--- config.mk ---
export PLATFORM = sky130hd
export DESIGN_NAME = i2c_reg_access_flat
export DESIGN_NICKNAME = d
export VERILOG_FILES = /design/src/rtl/i2c_reg_access_if.sv /design/src/rtl/i2c_reg_access.sv /design/src/flat_wrapper.sv
export SDC_FILE = /design/constraint.sdc
export NUM_CORES = 1
export LEC_CHECK = 0
export BUFFER_PORTS_ARGS = -buffer_cell sky130_fd_sc_hd__buf_2
export CAP_MARGIN = 0
export CELL_PAD_IN_SITES_DETAIL_PLACEMENT = 1
export CELL_PAD_IN_SITES_GLOBAL_PLACEMENT = 2
export CORE_MARGIN = 3
export CORE_UTILIZATION = 35
export DETAILED_ROUTE_END_ITERATION = 12
export GPL_TIMING_DRIVEN = 0
export PLACE_DENSITY = 0.88
export SLEW_MARGIN = 20
export SYNTH_ARGS = -nofsm -noshare
export SYNTH_HDL_FRONTEND = slang
export SYNTH_SLANG_ARGS = --single-unit
export TNS_END_PERCENT = 20
--- constraint.sdc ---
create_clock -name clk -period 3.65 [get_ports clk]
set_clock_uncertainty 0.15 [all_clocks]
set_input_delay 0.5475 -clock clk [delete_from_list [all_inputs] [get_ports clk]]
set_output_delay 0.5475 -clock clk [all_outputs]
set_load 0.01 [all_outputs]
--- src/rtl/i2c_reg_access_if.sv ---
// Request/response port and i2c_master cmd/data/status port of the register-access sequencer.
// The master modport drives the transaction; the slave modport serves it.
interface i2c_req_if;
    logic       req_valid;
    logic       req_ready;
    logic       req_write;
    logic [6:0] req_dev_addr;
    logic [7:0] req_reg_addr;
    logic [7:0] req_wdata;
    logic       rsp_valid;
    logic       rsp_ready;
    logic [7:0] rsp_rdata;
    logic       rsp_error;
    logic       rsp_timeout;

    modport master (
        output req_valid, req_write, req_dev_addr, req_reg_addr, req_wdata, rsp_ready,
        input  req_ready, rsp_valid, rsp_rdata, rsp_error, rsp_timeout
    );
    modport slave (
        input  req_valid, req_write, req_dev_addr, req_reg_addr, req_wdata, rsp_ready,
        output req_ready, rsp_valid, rsp_rdata, rsp_error, rsp_timeout
    );
endinterface

interface i2c_mstr_if;
    logic [6:0] m_cmd_address;
    logic       m_cmd_start;
    logic       m_cmd_read;
    logic       m_cmd_write;
    logic       m_cmd_write_multiple;
    logic       m_cmd_stop;
    logic       m_cmd_valid;
    logic       m_cmd_ready;
    logic [7:0] m_data_tdata;
    logic       m_data_tvalid;
    logic       m_data_tlast;
    logic       m_data_tready;
    logic [7:0] s_data_tdata;
    logic       s_data_tvalid;
    logic       s_data_tlast;
    logic       s_data_tready;
    logic       i2c_missed_ack;
    logic       i2c_busy;

    modport master (
        output m_cmd_address, m_cmd_start, m_cmd_read, m_cmd_write, m_cmd_write_multiple,
               m_cmd_stop, m_cmd_valid, m_data_tdata, m_data_tvalid, m_data_tlast, s_data_tready,
        input  m_cmd_ready, m_data_tready, s_data_tdata, s_data_tvalid, s_data_tlast,
               i2c_missed_ack, i2c_busy
    );
    modport slave (
        input  m_cmd_address, m_cmd_start, m_cmd_read, m_cmd_write, m_cmd_write_multiple,
               m_cmd_stop, m_cmd_valid, m_data_tdata, m_data_tvalid, m_data_tlast, s_data_tready,
        output m_cmd_ready, m_data_tready, s_data_tdata, s_data_tvalid, s_data_tlast,
               i2c_missed_ack, i2c_busy
    );
endinterface

--- src/rtl/i2c_reg_access.sv ---
// Turns one register write/read request into i2c_master cmd/data beats and returns one response;
// all outputs registered, every wait state bounded by TIMEOUT_CYCLES, response held until rsp_ready.
module i2c_reg_access #(
    parameter int TIMEOUT_CYCLES = 100000,
    parameter int TO_WIDTH       = 20
) (
    input  logic      clk,
    input  logic      rst_n,
    i2c_req_if.slave  host,
    i2c_mstr_if.master bus
);
    typedef enum logic [3:0] {
        IDLE, W_CMD, W_D0, W_D1, R_CMD1, R_D0, R_CMD2, R_DATA, WAIT_IDLE, RESP
    } state_t;

    typedef struct packed {
        logic       write;
        logic [6:0] dev;
        logic [7:0] reg_addr;
        logic [7:0] wdata;
    } req_t;

    localparam logic [TO_WIDTH-1:0] TO_LAST = TO_WIDTH'(TIMEOUT_CYCLES - 1);
    localparam logic [TO_WIDTH-1:0] TO_MAX  = TO_WIDTH'(TIMEOUT_CYCLES);

    state_t              state, state_nxt;
    req_t                req_q, req_nxt;
    logic                err_q, err_nxt;
    logic [7:0]          rdata_q, rdata_nxt;
    logic [TO_WIDTH-1:0] to_cnt, to_cnt_nxt;
    logic                timeout_hit, in_wait, cmd_nxt, data_nxt, enter_resp;

    always_ff @(posedge clk or negedge rst_n) begin
        if (!rst_n) begin
            state   <= IDLE;
            req_q   <= '0;
            err_q   <= 1'b0;
            rdata_q <= '0;
            to_cnt  <= '0;
        end else begin
            state   <= state_nxt;
            req_q   <= req_nxt;
            err_q   <= err_nxt;
            rdata_q <= rdata_nxt;
            to_cnt  <= to_cnt_nxt;
        end
    end

    always_comb begin
        state_nxt   = state;
        req_nxt     = req_q;
        err_nxt     = err_q;
        rdata_nxt   = rdata_q;
        timeout_hit = 1'b0;
        in_wait     = (state != IDLE) && (state != RESP);
        if (state != IDLE && bus.i2c_missed_ack) err_nxt = 1'b1;

        unique case (state)
            IDLE: if (host.req_valid && host.req_ready) begin
                req_nxt   = '{write: host.req_write, dev: host.req_dev_addr,
                              reg_addr: host.req_reg_addr, wdata: host.req_wdata};
                rdata_nxt = '0;
                state_nxt = host.req_write ? W_CMD : R_CMD1;
            end
            W_CMD:  if (bus.m_cmd_valid && bus.m_cmd_ready)     state_nxt = W_D0;
            W_D0:   if (bus.m_data_tvalid && bus.m_data_tready) state_nxt = W_D1;
            W_D1:   if (bus.m_data_tvalid && bus.m_data_tready) state_nxt = WAIT_IDLE;
            R_CMD1: if (bus.m_cmd_valid && bus.m_cmd_ready)     state_nxt = R_D0;
            R_D0:   if (bus.m_data_tvalid && bus.m_data_tready) state_nxt = R_CMD2;
            R_CMD2: if (bus.m_cmd_valid && bus.m_cmd_ready)     state_nxt = R_DATA;
            R_DATA: if (bus.s_data_tvalid && bus.s_data_tready) begin
                rdata_nxt = bus.s_data_tdata;
                state_nxt = WAIT_IDLE;
            end
            WAIT_IDLE: if (!bus.i2c_busy) state_nxt = RESP;
            RESP: if (host.rsp_valid && host.rsp_ready) begin
                err_nxt   = 1'b0;
                state_nxt = IDLE;
            end
            default: state_nxt = IDLE;
        endcase

        // Timeout overrides any handshake seen in the same cycle.
        if (in_wait && to_cnt >= TO_LAST) begin
            timeout_hit = 1'b1;
            state_nxt   = RESP;
        end

        if (state_nxt != state)                to_cnt_nxt = '0;
        else if (in_wait && to_cnt != TO_MAX) to_cnt_nxt = to_cnt + TO_WIDTH'(1);
        else                                   to_cnt_nxt = to_cnt;

        cmd_nxt    = (state_nxt == W_CMD) || (state_nxt == R_CMD1) || (state_nxt == R_CMD2);
        data_nxt   = (state_nxt == W_D0) || (state_nxt == W_D1) || (state_nxt == R_D0);
        enter_resp = (state_nxt == RESP) && (state != RESP);
    end

    // Outputs are decoded from the next state so valids drop on the handshake edge.
    always_ff @(posedge clk or negedge rst_n) begin
        if (!rst_n) begin
            host.req_ready           <= 1'b0;
            host.rsp_valid           <= 1'b0;
            host.rsp_rdata           <= '0;
            host.rsp_error           <= 1'b0;
            host.rsp_timeout         <= 1'b0;
            bus.m_cmd_valid          <= 1'b0;
            bus.m_cmd_address        <= '0;
            bus.m_cmd_start          <= 1'b0;
            bus.m_cmd_read           <= 1'b0;
            bus.m_cmd_write          <= 1'b0;
            bus.m_cmd_write_multiple <= 1'b0;
            bus.m_cmd_stop           <= 1'b0;
            bus.m_data_tvalid        <= 1'b0;
            bus.m_data_tdata         <= '0;
            bus.m_data_tlast         <= 1'b0;
            bus.s_data_tready        <= 1'b0;
        end else begin
            host.req_ready           <= (state_nxt == IDLE);
            host.rsp_valid           <= (state_nxt == RESP);
            bus.m_cmd_valid          <= cmd_nxt;
            bus.m_cmd_address        <= cmd_nxt ? req_nxt.dev : '0;
            bus.m_cmd_start          <= cmd_nxt;
            bus.m_cmd_read           <= (state_nxt == R_CMD2);
            bus.m_cmd_write          <= (state_nxt == R_CMD1);
            bus.m_cmd_write_multiple <= (state_nxt == W_CMD);
            bus.m_cmd_stop           <= (state_nxt == W_CMD) || (state_nxt == R_CMD2);
            bus.m_data_tvalid        <= data_nxt;
            bus.m_data_tdata         <= (state_nxt == W_D1) ? req_nxt.wdata :
                                        data_nxt ? req_nxt.reg_addr : '0;
            bus.m_data_tlast         <= (state_nxt == W_D1) || (state_nxt == R_D0);
            bus.s_data_tready        <= (state_nxt == R_DATA);
            if (enter_resp) begin
                host.rsp_error   <= err_nxt | timeout_hit;
                host.rsp_timeout <= timeout_hit;
                host.rsp_rdata   <= (err_nxt | timeout_hit) ? '0 : rdata_nxt;
            end else if (state_nxt != RESP) begin
                host.rsp_error   <= 1'b0;
                host.rsp_timeout <= 1'b0;
                host.rsp_rdata   <= '0;
            end
        end
    end
endmodule

--- src/flat_wrapper.sv ---
// flat-port wrapper written by rule: the top's interface ports become plain ports
module i2c_reg_access_flat 
#(
    parameter int TIMEOUT_CYCLES = 100000,
    parameter int TO_WIDTH       = 20
)
  (clk, rst_n, host_req_valid, host_req_write, host_req_dev_addr, host_req_reg_addr, host_req_wdata, host_rsp_ready, host_req_ready, host_rsp_valid, host_rsp_rdata, host_rsp_error, host_rsp_timeout, bus_m_cmd_address, bus_m_cmd_start, bus_m_cmd_read, bus_m_cmd_write, bus_m_cmd_write_multiple, bus_m_cmd_stop, bus_m_cmd_valid, bus_m_data_tdata, bus_m_data_tvalid, bus_m_data_tlast, bus_s_data_tready, bus_m_cmd_ready, bus_m_data_tready, bus_s_data_tdata, bus_s_data_tvalid, bus_s_data_tlast, bus_i2c_missed_ack, bus_i2c_busy);
  i2c_req_if host_i ();
  i2c_mstr_if bus_i ();
  input  logic clk;
  input  logic rst_n;
  input wire logic [$bits(host_i.req_valid)-1:0] host_req_valid;
  input wire logic [$bits(host_i.req_write)-1:0] host_req_write;
  input wire logic [$bits(host_i.req_dev_addr)-1:0] host_req_dev_addr;
  input wire logic [$bits(host_i.req_reg_addr)-1:0] host_req_reg_addr;
  input wire logic [$bits(host_i.req_wdata)-1:0] host_req_wdata;
  input wire logic [$bits(host_i.rsp_ready)-1:0] host_rsp_ready;
  output wire logic [$bits(host_i.req_ready)-1:0] host_req_ready;
  output wire logic [$bits(host_i.rsp_valid)-1:0] host_rsp_valid;
  output wire logic [$bits(host_i.rsp_rdata)-1:0] host_rsp_rdata;
  output wire logic [$bits(host_i.rsp_error)-1:0] host_rsp_error;
  output wire logic [$bits(host_i.rsp_timeout)-1:0] host_rsp_timeout;
  output wire logic [$bits(bus_i.m_cmd_address)-1:0] bus_m_cmd_address;
  output wire logic [$bits(bus_i.m_cmd_start)-1:0] bus_m_cmd_start;
  output wire logic [$bits(bus_i.m_cmd_read)-1:0] bus_m_cmd_read;
  output wire logic [$bits(bus_i.m_cmd_write)-1:0] bus_m_cmd_write;
  output wire logic [$bits(bus_i.m_cmd_write_multiple)-1:0] bus_m_cmd_write_multiple;
  output wire logic [$bits(bus_i.m_cmd_stop)-1:0] bus_m_cmd_stop;
  output wire logic [$bits(bus_i.m_cmd_valid)-1:0] bus_m_cmd_valid;
  output wire logic [$bits(bus_i.m_data_tdata)-1:0] bus_m_data_tdata;
  output wire logic [$bits(bus_i.m_data_tvalid)-1:0] bus_m_data_tvalid;
  output wire logic [$bits(bus_i.m_data_tlast)-1:0] bus_m_data_tlast;
  output wire logic [$bits(bus_i.s_data_tready)-1:0] bus_s_data_tready;
  input wire logic [$bits(bus_i.m_cmd_ready)-1:0] bus_m_cmd_ready;
  input wire logic [$bits(bus_i.m_data_tready)-1:0] bus_m_data_tready;
  input wire logic [$bits(bus_i.s_data_tdata)-1:0] bus_s_data_tdata;
  input wire logic [$bits(bus_i.s_data_tvalid)-1:0] bus_s_data_tvalid;
  input wire logic [$bits(bus_i.s_data_tlast)-1:0] bus_s_data_tlast;
  input wire logic [$bits(bus_i.i2c_missed_ack)-1:0] bus_i2c_missed_ack;
  input wire logic [$bits(bus_i.i2c_busy)-1:0] bus_i2c_busy;
  assign host_i.req_valid = host_req_valid;
  assign host_i.req_write = host_req_write;
  assign host_i.req_dev_addr = host_req_dev_addr;
  assign host_i.req_reg_addr = host_req_reg_addr;
  assign host_i.req_wdata = host_req_wdata;
  assign host_i.rsp_ready = host_rsp_ready;
  assign host_req_ready = host_i.req_ready;
  assign host_rsp_valid = host_i.rsp_valid;
  assign host_rsp_rdata = host_i.rsp_rdata;
  assign host_rsp_error = host_i.rsp_error;
  assign host_rsp_timeout = host_i.rsp_timeout;
  assign bus_m_cmd_address = bus_i.m_cmd_address;
  assign bus_m_cmd_start = bus_i.m_cmd_start;
  assign bus_m_cmd_read = bus_i.m_cmd_read;
  assign bus_m_cmd_write = bus_i.m_cmd_write;
  assign bus_m_cmd_write_multiple = bus_i.m_cmd_write_multiple;
  assign bus_m_cmd_stop = bus_i.m_cmd_stop;
  assign bus_m_cmd_valid = bus_i.m_cmd_valid;
  assign bus_m_data_tdata = bus_i.m_data_tdata;
  assign bus_m_data_tvalid = bus_i.m_data_tvalid;
  assign bus_m_data_tlast = bus_i.m_data_tlast;
  assign bus_s_data_tready = bus_i.s_data_tready;
  assign bus_i.m_cmd_ready = bus_m_cmd_ready;
  assign bus_i.m_data_tready = bus_m_data_tready;
  assign bus_i.s_data_tdata = bus_s_data_tdata;
  assign bus_i.s_data_tvalid = bus_s_data_tvalid;
  assign bus_i.s_data_tlast = bus_s_data_tlast;
  assign bus_i.i2c_missed_ack = bus_i2c_missed_ack;
  assign bus_i.i2c_busy = bus_i2c_busy;
  i2c_reg_access #(.TIMEOUT_CYCLES(TIMEOUT_CYCLES), .TO_WIDTH(TO_WIDTH)) u_core (.clk(clk), .rst_n(rst_n), .host(host_i), .bus(bus_i));
endmodule
# After elaboration in Yosys (flattened, before gate mapping)
# Index checks and enable logic that the tools add are counted.
# word_totals
out_inout_bits	36
wordCells	100
reg_bits	91
# classes
addsub	1
eq_ne	21
n_lt_le_gt_ge	1
bitwise	1
reduce_logical	21
n_mux	33
# ops
op	n
two-way mux 8 bit	7
two-way mux 23 bit	2
two-way mux 4 bit	11
two-way mux 20 bit	2
case mux 4 bit (10 select lines)	1
equality test 4 x 3 -> 1 bit, second input constant	8
adder 20 x 1 -> 20 bit, second input constant	1
greater-or-equal comparator 20 x 17 -> 1 bit, second input constant	1
inequality test 20 x 17 -> 1 bit, second input constant	1
equality test 4 x 2 -> 1 bit, second input constant	4
case mux 8 bit (2 select lines)	1
equality test 4 bit, second input constant	3
logical AND 1 bit	10
equality test 4 x 1 -> 1 bit, second input constant	2
zero test 4 bit	2
inequality test 4 bit, second input constant	2
two-way mux 1 bit	7
two-way mux 7 bit	1
logical OR 1 bit	6
inequality test 4 bit	1
nonzero test 2 bit	2
nonzero test 4 bit	1
two-way mux 3 bit	1
OR 1 bit	1

# Logic depth before layout (Yosys ltp)
# Gate-level depths: netlist of the first run.
# depth
word_depth	9
ltp_mapped	9

# Worst setup path after synthesis of the first run
# Ideal clock, no wire load.
# synth_path
path_kind	reg-to-reg
startpoint	register u_core.to_cnt[18]
endpoint	register u_core.to_cnt[11]
n_path_buf	1
t_required_ps	3413
setup_ps	87
path_slack_ps	1077
arrival_time_ps	2337
path_stages_with_launch	8
cell_sequence	dfrtp_1 or3_1 or4_4 o41a_4 nor4b_4 o221ai_2 buf_6 a211oi_2
# synth_between
elab_chain_len	5
word_cells_on_any_way	8
# synth_rtl
item	line_no	source
start: declaration	i2c_reg_access.sv:30	logic [TO_WIDTH-1:0] to_cnt, to_cnt_nxt;
start signal: assignment	i2c_reg_access.sv:45	to_cnt <= to_cnt_nxt;
greater-or-equal comparator 20 x 17 -> 1 bit	i2c_reg_access.sv:84	if (in_wait && to_cnt >= TO_LAST) begin
logical AND 1 bit	i2c_reg_access.sv:84	
two-way mux 4 bit	i2c_reg_access.sv:84	
inequality test 4 bit	i2c_reg_access.sv:89	if (state_nxt != state) to_cnt_nxt = '0;
two-way mux 20 bit or nonzero test 2 bit (tied branches)	-	
# Parallel ways exist; a longest one is shown, timed or not.
# A chain may end at the register's enable or synchronous reset.

# Worst setup path in the final report of the first run
# layout_path
startpoint	register u_core.state[2]
endpoint	register u_core.bus.m_cmd_address[3]
# layout_between
elab_chain_len	8
word_cells_on_any_way	33
# layout_rtl
item	line_no	source
start: declaration	i2c_reg_access.sv:26	state_t state, state_nxt;
start signal: assignment	i2c_reg_access.sv:41	state <= state_nxt;
parallel branches: the longest is 7 deep, another holds case mux 4 bit (10 select lines)	-	
two-way mux 7 bit *	i2c_reg_access.sv:121	bus.m_cmd_address <= cmd_nxt ? req_nxt.dev : '0;
end signal: assignment	i2c_reg_access.sv:121	
end: declaration	i2c_reg_access_if.sv:47	output m_cmd_address, m_cmd_start, m_cmd_read, m_cmd_write, m_cmd_write_multiple,
# Mark *: on every way between the ends.

==> flow_summary_export.csv, run 1 <==
group,metric,value,unit
setup_path,ff2ff_path_depth,7,
yosys,async_flop_share,1.000,
setup_path,reg2reg_from,"u_core.state[2]",
die,dieArea,13670,um^2
yosys,synth_seq_area_share,0.5289,
route,vias_per_cell,5.283,
placed_design,placedCellCount,637,
power,leakage,2.604,nW
yosys,synth-edff-count,0,
clocking,root_buffer,"clkbuf_16",
sta,fin_hold_ws,0.2668,ns
setup_path,ff2ff_setup_slack,0.43,ns
global_route,antenna_found_initial,0,
yosys,syn_inst,417,
clocking,htreeDepth,3,
sta,finalHoldViolations,0,
sta,rsz0062_at_grt,"no",
sta,setup_violations,0,
clocking,postCtsSetupBuffers,0,
status,outcome,"finished, final reports clean",
route,drc,0,
yosys,yosys_warnings,0,
sta,post-route-min-period,3.216,ns
route,vias,3455,
die,die_h,116.9,um
setup_path,crit_path_end,"u_core.bus.m_cmd_address[3]",
final_layout,drive_above_1_share,0.2661,
min_path,holdCritPathClass,"in -> reg",
route,dr.pass1.iters,4,
setup_path,cp-startpoint,"u_core.state[2]",
final_layout,final_common_cell,"dfrtp_1",
final_layout,finalNonFillerCells,654,
sta,timing.fmax,0.3109,GHz
final_layout,fin_nets,550,
final_layout,final_cell_mix,"dfrtp_1, buf_2, nand2_1, nand3_1, nor3_2",
setup_path,end_kind,"register",
final_layout,area_growth_syn_to_layout,22.23,%
final_layout,antenna_cells,0,
global_route,grt_max_degree,52,
clocking,path_clk_slew,0.07,ns
yosys,synthesis.nets,461,
sta,worstMarginPinSlew,0.8221,ns
setup_path,cp.arrival,3.26,ns
yosys,avgSynthCellArea,10.32,um^2
route,ant_nets,0,
die,fp.coreArea,11710,um^2
clocking,clock_latency,0.34,ns
yosys,synth_area,4305,um^2
sta,relSlewSlack,0.4460,
clocking,cts_sinks,91,
setup_path,critPathMaxFanout,10,
sta,tns,0,ns
clocking,cts_tree,"built",
placed_design,routabilityCongestion,0.8048,
sta,finalMaxSlewViolations,0,
setup_path,worstSetupStartpointType,"register",
power,ir_worst_vdd,355.8,uV
yosys,synthFlopType,"dfrtp_1",
setup_path,crit_type,"reg -> reg",
global_route,grt_first_pass_wirelength,19110,um
route,wl_per_cell,17.79,um
placed_design,port_buffers,76,
placed_design,place_hpwl,8189,um
setup_path,r2r-end,"u_core.bus.m_cmd_address[3]",
yosys,ys_types,62,
global_route,first_global_vias,3688,
global_route,grt_use_total,0.1793,
route,routed_wl,11630,um
die,initial_core_util,0.3676,
route,drt_iter0_drc,141,
run,maxCapViolations,0,
sta,fin_crit_sh,0.8812,
global_route,grt_overflow,0,
yosys,synth-seq-cells,91,
die,ioPinCount,78,
die,std_cell_rows,39,
power,powerDensity,768.8,nW/um^2
clocking,numCtsBuffers,9,
die,fp.dieW,116.9,um
clocking,clock_path_buffers,2,
setup_path,cp.required,3.69,ns
## per-layer routing
metal	share of wire	track usage
met1	0.44	0.2221
met2	0.51	0.3113
met3	0.044	0.04576
met4	0.0088	0.04893
met5	0	0
## where the power goes
part           switching [mW]  total (mW)  leakage [nW]  internal, mW
sequential             0.0971        1.36          1.21          1.26
combinational            1.03        1.59          1.22         0.560
clock                   0.417        1.09         0.172         0.677
## state kept, by name, summed over array words and instances, names as in the netlist
name	count
u_core.bus.m_cmd_address	7
u_core.bus.m_cmd_read	1
u_core.bus.m_cmd_start	1
u_core.bus.m_cmd_stop	1
u_core.bus.m_cmd_write	1
u_core.bus.m_cmd_write_multiple	1
u_core.bus.m_data_tdata	8
u_core.bus.m_data_tlast	1
u_core.bus.m_data_tvalid	1
u_core.bus.s_data_tready	1
u_core.err_q	1
u_core.host.req_ready	1
u_core.host.rsp_error	1
u_core.host.rsp_rdata	8
u_core.host.rsp_timeout	1
u_core.host.rsp_valid	1
u_core.rdata_q	8
u_core.req_q	23
u_core.state	4
u_core.to_cnt	20
## Yosys cell counts (3+ instances only)
| cell | n | area (um^2) |
|---|---|---|
| and3_1 | 6 | 37.54 |
| nor2_1 | 13 | 48.80 |
| dfrtp_1 | 91 | 2277 |
| nand4_1 | 3 | 18.77 |
| xor2_1 | 7 | 61.31 |
| nand3_1 | 25 | 125.1 |
| clkbuf_1 | 7 | 26.28 |
| a21oi_1 | 14 | 70.07 |
| nand2b_1 | 3 | 18.77 |
| inv_1 | 18 | 67.56 |
| or3_1 | 6 | 37.54 |
| o22ai_1 | 7 | 43.79 |
| nor4_1 | 3 | 18.77 |
| a22o_1 | 10 | 87.58 |
| and2_1 | 5 | 31.28 |
| nor3_1 | 7 | 35.03 |
| mux2i_1 | 7 | 70.07 |
| xnor2_1 | 10 | 87.58 |
| nor2b_1 | 4 | 25.02 |
| nand2_1 | 80 | 300.3 |
| buf_6 | 4 | 45.04 |
| nor3_2 | 19 | 190.2 |
| buf_2 | 6 | 30.03 |
| o21ai_0 | 13 | 65.06 |
| a211oi_1 | 3 | 22.52 |
## worst min path at each step
stage | slack [ns] | depth (start not counted) | from | to
after floorplan | 0.10 | 0 | rst_n | u_core.bus.m_cmd_address[0]
after global placement | 0.30 | 2 | u_core.req_q[20] | u_core.req_q[20]
after detailed placement | 0.31 | 2 | u_core.req_q[20] | u_core.req_q[20]
after CTS | 0.25 | 3 | host_req_dev_addr[2] | u_core.req_q[18]
after global routing | 0.28 | 3 | host_req_dev_addr[2] | u_core.req_q[18]
final | 0.27 | 3 | host_req_dev_addr[2] | u_core.req_q[18]
## critical path, cell delays in order (launching register included)
cell and delay, ns:
dfrtp_1 0.37, clkbuf_1 0.37, clkbuf_1 0.37, nor3_1 0.16, o31ai_2 0.70, a211oi_1 0.21
o21ai_1 0.63, a21oi_1 0.11
## metrics by stage
stage / instance area (um^2) / setup WS (ns) / utilization / power [mW]
4_1_cts: 5258 / 0.4081 / 0.4489 / 4.099
5_1_grt: 5263 / 0.07860 / 0.4494 / 4.311
3_5_place_dp: 4898 / 0.4154 / 0.4183 / 2.962
6_report: 5263 / 0.4338 / 0.4494 / 4.046
2_1_floorplan: 4305 / 1.077 / - / 2.480
3_3_place_gp: 4865 / 0.4057 / 0.4154 / 2.908
## kinds of logic (layout without fill, tap and decap cells)
group / Yosys count / after routing / synth area share
XOR/XNOR: 17 / 17 / 0.03458
AO/OA/AOI/OAI: 72 / 72 / 0.1282
multiplexers: 8 / 8 / 0.01889
adder cells (fa/ha/maj): 2 / 2 / 0.005811
buffers and inverters: 39 / 133 / 0.04446
AND/OR/NAND/NOR: 188 / 188 / 0.2392
flip-flops: 91 / 91 / 0.5289
## what timing repair did
action	4_1_cts	5_1_grt
hold buffers	1	0
resized for setup	0	0
hold endpoints to repair	40	0
## layout make-up
| type | instances | area [um^2] |
|---|---|---|
| clock buffers | 9 | 225.2 |
| plain buffers | 21 | 123.9 |
| fillers | 1363 | 6449 |
| repair buffers | 78 | 424.2 |
| well taps | 143 | 178.9 |
| inverters | 18 | 67.56 |
| multi-input cells | 287 | 1842 |
| clock inverters | 7 | 123.9 |
| flip-flops and latches | 91 | 2277 |
(Power assumes the default switching activity.)
==> inputs of run 2 (changes only) <==
--- a/config.mk
+++ b/config.mk
@@ -6,7 +6,7 @@
 export NUM_CORES = 1
 export LEC_CHECK = 0
 export BUFFER_PORTS_ARGS = -buffer_cell sky130_fd_sc_hd__buf_2
-export CAP_MARGIN = 0
+export CAP_MARGIN = 20
 export CELL_PAD_IN_SITES_DETAIL_PLACEMENT = 1
 export CELL_PAD_IN_SITES_GLOBAL_PLACEMENT = 2
 export CORE_MARGIN = 3
==> constraint.sdc (replaced) <==
create_clock -name clk -period 3.5 [get_ports clk]
set_clock_uncertainty 0.15 [all_clocks]
set_input_delay 0.525 -clock clk [delete_from_list [all_inputs] [get_ports clk]]
set_output_delay 0.525 -clock clk [all_outputs]
set_load 0.01 [all_outputs]
==> flow_summary_export.csv, run 2 (same netlist as run 1, synthesis figures left out) <==
group,metric,value,unit
route,routed_wl,11650,um
setup_path,ff2ff_setup_slack,0.42,ns
power,net-switching-power,1.615,mW
route,vias,3462,
sta,worst_slack,0.4206,ns
global_route,grt_first_pass_wirelength,19110,um
placed_design,port_buffers,76,
route,wl_per_cell,17.81,um
final_layout,final_cell_mix,"dfrtp_1, buf_2, nand2_1, nand3_1, nor3_2",
status,outcome,"finished, final reports clean",
global_route,grt_max_degree,52,
die,dieArea,13670,um^2
sta,rsz0062_at_grt,"no",
final_layout,seq_area,2277,um^2
clocking,clock_path_buffers,2,
final_layout,largest_reg_flops,23,
placed_design,placedCellCount,637,
setup_path,cp.required,3.58,ns
global_route,grt_overflow,0,
sta,finalHoldViolations,0,
clocking,cts_sinks,91,
final_layout,final_common_cell,"dfrtp_1",
die,die_h,116.9,um
route,drc,0,
setup_path,ff2ff_path_depth,8,
die,fp.coreArea,11710,um^2
setup_path,crit_type,"reg -> reg",
sta,fin_crit_sh,0.8798,
route,drt_iter0_drc,145,
setup_path,critPathMaxFanout,10,
run,maxCapViolations,0,
die,initial_core_util,0.3676,
setup_path,reg2reg_from,"u_core.state[2]",
power,pwr-share-comb,0.394,
setup_path,r2r-end,"u_core.bus.m_data_tdata[6]",
global_route,grt_use_total,0.1793,
route,vias_per_cell,5.294,
clocking,clock_latency,0.34,ns
die,fp.dieW,116.9,um
setup_path,end_kind,"register",
final_layout,fillCellCount,1362,
power,seq_power_share,0.336,
die,ioPinCount,78,
route,dr.pass1.iters,4,
clocking,path_clk_slew,0.07,ns
placed_design,routabilityCongestion,0.8048,
power,leakage,2.605,nW
min_path,holdCritPathClass,"in -> reg",
sta,timing.fmax,0.3247,GHz
die,std_cell_rows,39,
placed_design,pre_cts_ws,0.2654,ns
global_route,first_global_vias,3688,
sta,setup_violations,0,
sta,relSlewSlack,0.4202,
power,powerDensity,802.3,nW/um^2
setup_path,worstSetupStartpointType,"register",
power,p_int,2.610,mW
setup_path,cp-startpoint,"u_core.state[2]",
final_layout,top_register,"u_core.req_q",
final_layout,fin_nets,550,
setup_path,crit_path_end,"u_core.bus.m_data_tdata[6]",
sta,worstMarginPinSlew,0.8602,ns
global_route,antenna_found_initial,0,
clocking,numCtsBuffers,9,
clocking,htreeDepth,3,
final_layout,multi_input_area,1846,um^2
route,ant_nets,0,
clocking,cts_tree,"built",
clocking,postCtsSetupBuffers,0,
final_layout,antenna_cells,0,
power,ir_worst_vdd,371.8,uV
placed_design,place_hpwl,8189,um
power,p_clk_frac,0.270,
min_path,holdPathStages,3,
final_layout,area_growth_syn_to_layout,22.32,%
power,swShare,0.3823,
final_layout,drive_above_1_share,0.2681,
clocking,root_buffer,"clkbuf_16",
power,power,4.225,mW
setup_path,cp.arrival,3.16,ns
sta,finalMaxSlewViolations,0,
final_layout,top_regs,"u_core.req_q: 23 flops, u_core.to_cnt: 20 flops",
min_path,hold_start,"host_req_dev_addr[2]",
sta,tns,0,ns
final_layout,finalNonFillerCells,654,
sta,post-route-min-period,3.079,ns
final_layout,post-route-util,0.4497,
## run 2: per-stage QoR
stage                     hold slack [ns]  instance area, um^2
final                              0.2440                 5266
after detailed placement           0.3083                 4898
after CTS                          0.2298                 5258
after floorplan                   0.07941                 4305
after global placement             0.3037                 4865
after global routing               0.2547                 5266
## run 2: power by group through the flow
stage	logic, mW	clock network [mW]	registers [mW]
5_1_grt	1.85	1.21	1.45
4_1_cts	1.68	1.17	1.42
3_3_place_gp	1.61	0	1.43
2_1_floorplan	1.13	0	1.46
3_5_place_dp	1.66	0	1.43
6_report	1.66	1.14	1.42
## run 2: repair_timing
| item | 4_1_cts | 5_1_grt |
|---|---|---|
| gates resized for setup | 0 | 1 |
| hold endpoints to repair | 40 | 0 |
| hold buffers | 1 | 0 |
| endpoints found under the setup margin | 0 | 7 |
## run 2: area by class of cell
cell class                      instances  share of cell area
Sequential cell                        91              0.4324
Multi-Input combinational cell        287              0.3504
Timing Repair Buffer                   78             0.08054
Clock buffer                            9             0.04277
Tap cell                              143             0.03397
Clock inverter                          7             0.02352
Buffer                                 21             0.02352
Inverter                               18             0.01283
## run 2: worst max-delay path, cell delays in order (launching register included)
cell	delay (ns)
dfrtp_1	0.37
clkbuf_1	0.37
clkbuf_1	0.37
nor3_1	0.16
o31ai_2	0.70
a2111o_1	0.24
buf_2	0.22
o21ai_0	0.18
a22o_1	0.21
## run 2: worst min-delay path by stage
stage	endpoint	slack [ns]
global route	u_core.req_q[18]	0.25
detailed placement	u_core.req_q[20]	0.31
CTS	u_core.req_q[18]	0.23
floorplan	u_core.bus.m_cmd_address[0]	0.08
finish	u_core.req_q[18]	0.24
global placement	u_core.req_q[20]	0.30
## run 2: metal layers
layer  track usage  vias to the layer above  share of wire
li1              -                     1644              -
met1        0.2221                     1729           0.43
met2        0.3113                       73           0.51
met3       0.04576                       16          0.046
met4       0.04893                        0          0.010
met5             0                        -              0
==> inputs of run 3 (changes only) <==
--- a/config.mk
+++ b/config.mk
@@ -7,13 +7,14 @@
 export LEC_CHECK = 0
 export BUFFER_PORTS_ARGS = -buffer_cell sky130_fd_sc_hd__buf_2
 export CAP_MARGIN = 20
-export CELL_PAD_IN_SITES_DETAIL_PLACEMENT = 1
+export CELL_PAD_IN_SITES_DETAIL_PLACEMENT = 2
 export CELL_PAD_IN_SITES_GLOBAL_PLACEMENT = 2
 export CORE_MARGIN = 3
 export CORE_UTILIZATION = 35
 export DETAILED_ROUTE_END_ITERATION = 12
 export GPL_TIMING_DRIVEN = 0
 export PLACE_DENSITY = 0.88
+export RECOVER_POWER = 100
 export SLEW_MARGIN = 20
 export SYNTH_ARGS = -nofsm -noshare
 export SYNTH_HDL_FRONTEND = slang
==> flow_summary_export.csv, run 3 (same netlist as run 1, synthesis figures left out) <==
group,metric,value,unit
sta,relSlewSlack,-0.6378,
min_path,min_to,"u_core.req_q[2]",
sta,post-route-min-period,3.301,ns
route,vias_per_cell,5.538,
setup_path,ff2ff_setup_slack,0.20,ns
setup_path,cp.required,3.59,ns
final_layout,largest_reg_flops,23,
setup_path,cp.arrival,3.39,ns
min_path,holdPathStages,3,
final_layout,final_cell_mix,"dfrtp_1, nand2_1, buf_2, clkbuf_1, nand3_1",
route,vias,3622,
setup_path,critPathMaxFanout,10,
sta,setup_violations,0,
final_layout,final_common_cell,"dfrtp_1",
setup_path,crit_type,"reg -> reg",
run,maxCapViolations,1,
setup_path,ff2ff_path_depth,9,
setup_path,reg2reg_from,"u_core.state[0]",
sta,finalMaxSlewViolations,41,
sta,finalHoldViolations,0,
power,pwr-share-comb,0.422,
power,net-switching-power,1.703,mW
sta,timing.fmax,0.3030,GHz
die,fp.dieW,116.9,um
route,drt_iter0_drc,200,
route,dr.pass1.iters,4,
placed_design,routabilityCongestion,0.8048,
clocking,clock_latency,0.35,ns
die,fp.coreArea,11710,um^2
global_route,antenna_found_initial,0,
die,initial_core_util,0.3676,
power,leakage,2.420,nW
final_layout,finalNonFillerCells,654,
placed_design,pre_cts_ws,0.1445,ns
clocking,root_buffer,"clkbuf_16",
clocking,clock_path_buffers,2,
clocking,numCtsBuffers,9,
placed_design,place_hpwl,9494,um
route,routed_wl,13680,um
route,ant_nets,0,
power,ir_worst_vdd,334.2,uV
final_layout,fillCellCount,1248,
sta,rsz0062_at_grt,"no",
route,drc,0,
global_route,grt_overflow,0,
clocking,htreeDepth,3,
sta,fin_crit_sh,0.9431,
die,ioPinCount,78,
min_path,holdCritPathClass,"in -> reg",
power,p_int,2.366,mW
status,outcome,"finished, violations left",
setup_path,end_kind,"register",
die,dieArea,13670,um^2
final_layout,area_growth_syn_to_layout,19.38,%
placed_design,port_buffers,76,
global_route,grt_first_pass_wirelength,22130,um
sta,worst_slack,0.1992,ns
sta,worstMarginPinSlew,2.457,ns
final_layout,fin_nets,550,
sta,tns,0,ns
die,die_h,116.9,um
final_layout,top_register,"u_core.req_q",
route,wl_per_cell,20.92,um
final_layout,drive_above_1_share,0.1918,
final_layout,top_regs,"u_core.req_q: 23 flops, u_core.to_cnt: 20 flops",
global_route,grt_use_total,0.2105,
clocking,cts_tree,"built",
power,seq_power_share,0.351,
power,p_clk_frac,0.227,
power,swShare,0.4185,
die,std_cell_rows,39,
setup_path,r2r-end,"u_core.bus.m_data_tdata[6]",
clocking,cts_sinks,91,
global_route,first_global_vias,4099,
min_path,hold_start,"host_req_wdata[2]",
status,failed_checks,"capacitance limit, slew limit",
power,power,4.068,mW
setup_path,worstSetupStartpointType,"register",
final_layout,antenna_cells,0,
global_route,grt_max_degree,52,
placed_design,placedCellCount,637,
clocking,path_clk_slew,0.07,ns
clocking,postCtsSetupBuffers,0,
power,powerDensity,791.5,nW/um^2
[run 3: cell types whose count changed in the layout (fill, tap and decap cells not counted), sizes merged]
cell,before,now
inv,20,19
clkinv,2,5
buf,91,53
bufinv,3,0
clkbuf,16,55
[run 3: routing by layer]
metal / global-route usage / wire length [um] / up-vias
li1: - / - / 1644
met1: 0.2430 / 5582 / 1869
met2: 0.3785 / 7239 / 80
met3: 0.05553 / 570 / 29
met4: 0.07034 / 290 / 0
met5: 0 / 0 / -
[run 3: stage by stage]
stage / instance area (um^2) / hold WS (ns) / util
2_1_floorplan: 4305 / 0.07941 / -
3_3_place_gp: 4865 / 0.3037 / 0.4154
3_5_place_dp: 4898 / 0.3099 / 0.4183
4_1_cts: 5179 / 0.2294 / 0.4422
5_1_grt: 5140 / 0.2404 / 0.4389
6_report: 5140 / 0.2412 / 0.4389
[run 3: final cells by class]
type	count	area [um^2]	area share
flip-flops and latches	91	2277	0.4430
multi-input cells	287	1851	0.3600
repair buffers	78	372.9	0.07254
clock buffers	10	229.0	0.04455
well taps	143	178.9	0.03481
plain buffers	21	122.6	0.02386
inverters	18	67.56	0.01315
clock inverters	6	41.29	0.008033
[run 3: worst max path at each step]
stage / depth (start not counted) / startpoint / to / slack (ns)
floorplan: 7 / u_core.to_cnt[18] / u_core.to_cnt[11] / 0.93
global placement: 7 / u_core.state[2] / u_core.bus.m_cmd_address[3] / 0.26
detailed placement: 7 / u_core.state[2] / u_core.bus.m_cmd_address[1] / 0.14
CTS: 7 / u_core.state[2] / u_core.bus.m_cmd_address[1] / 0.06
global route: 9 / u_core.state[0] / u_core.bus.m_data_tdata[6] / 0.05
finish: 9 / u_core.state[0] / u_core.bus.m_data_tdata[6] / 0.20
[run 3: worst max-delay path, cell delays in order, from the launching register on]
cell	delay, ns
dfrtp_1	0.38
clkbuf_1	0.41
nor4_1	0.21
and2_1	0.19
buf_2	0.19
a221oi_2	0.77
a2111o_1	0.26
buf_2	0.22
o21ai_0	0.20
a22o_1	0.22
[run 3: power by group through the flow]
stage / Combinational [mW] / Sequential [mW] / Clock, mW
final: 1.72 / 1.43 / 0.923
after detailed placement: 1.70 / 1.44 / 0
after global placement: 1.61 / 1.43 / 0
after floorplan: 1.13 / 1.46 / 0
after CTS: 1.73 / 1.43 / 0.943
after global routing: 1.88 / 1.46 / 0.982
[run 3: timing repair]
| item | in CTS | in global routing |
|---|---|---|
| endpoints found under the setup margin | 0 | 8 |
| endpoints found under the hold margin | 40 | 0 |
| hold buffers | 1 | 0 |
| gates resized for setup | 0 | 3 |
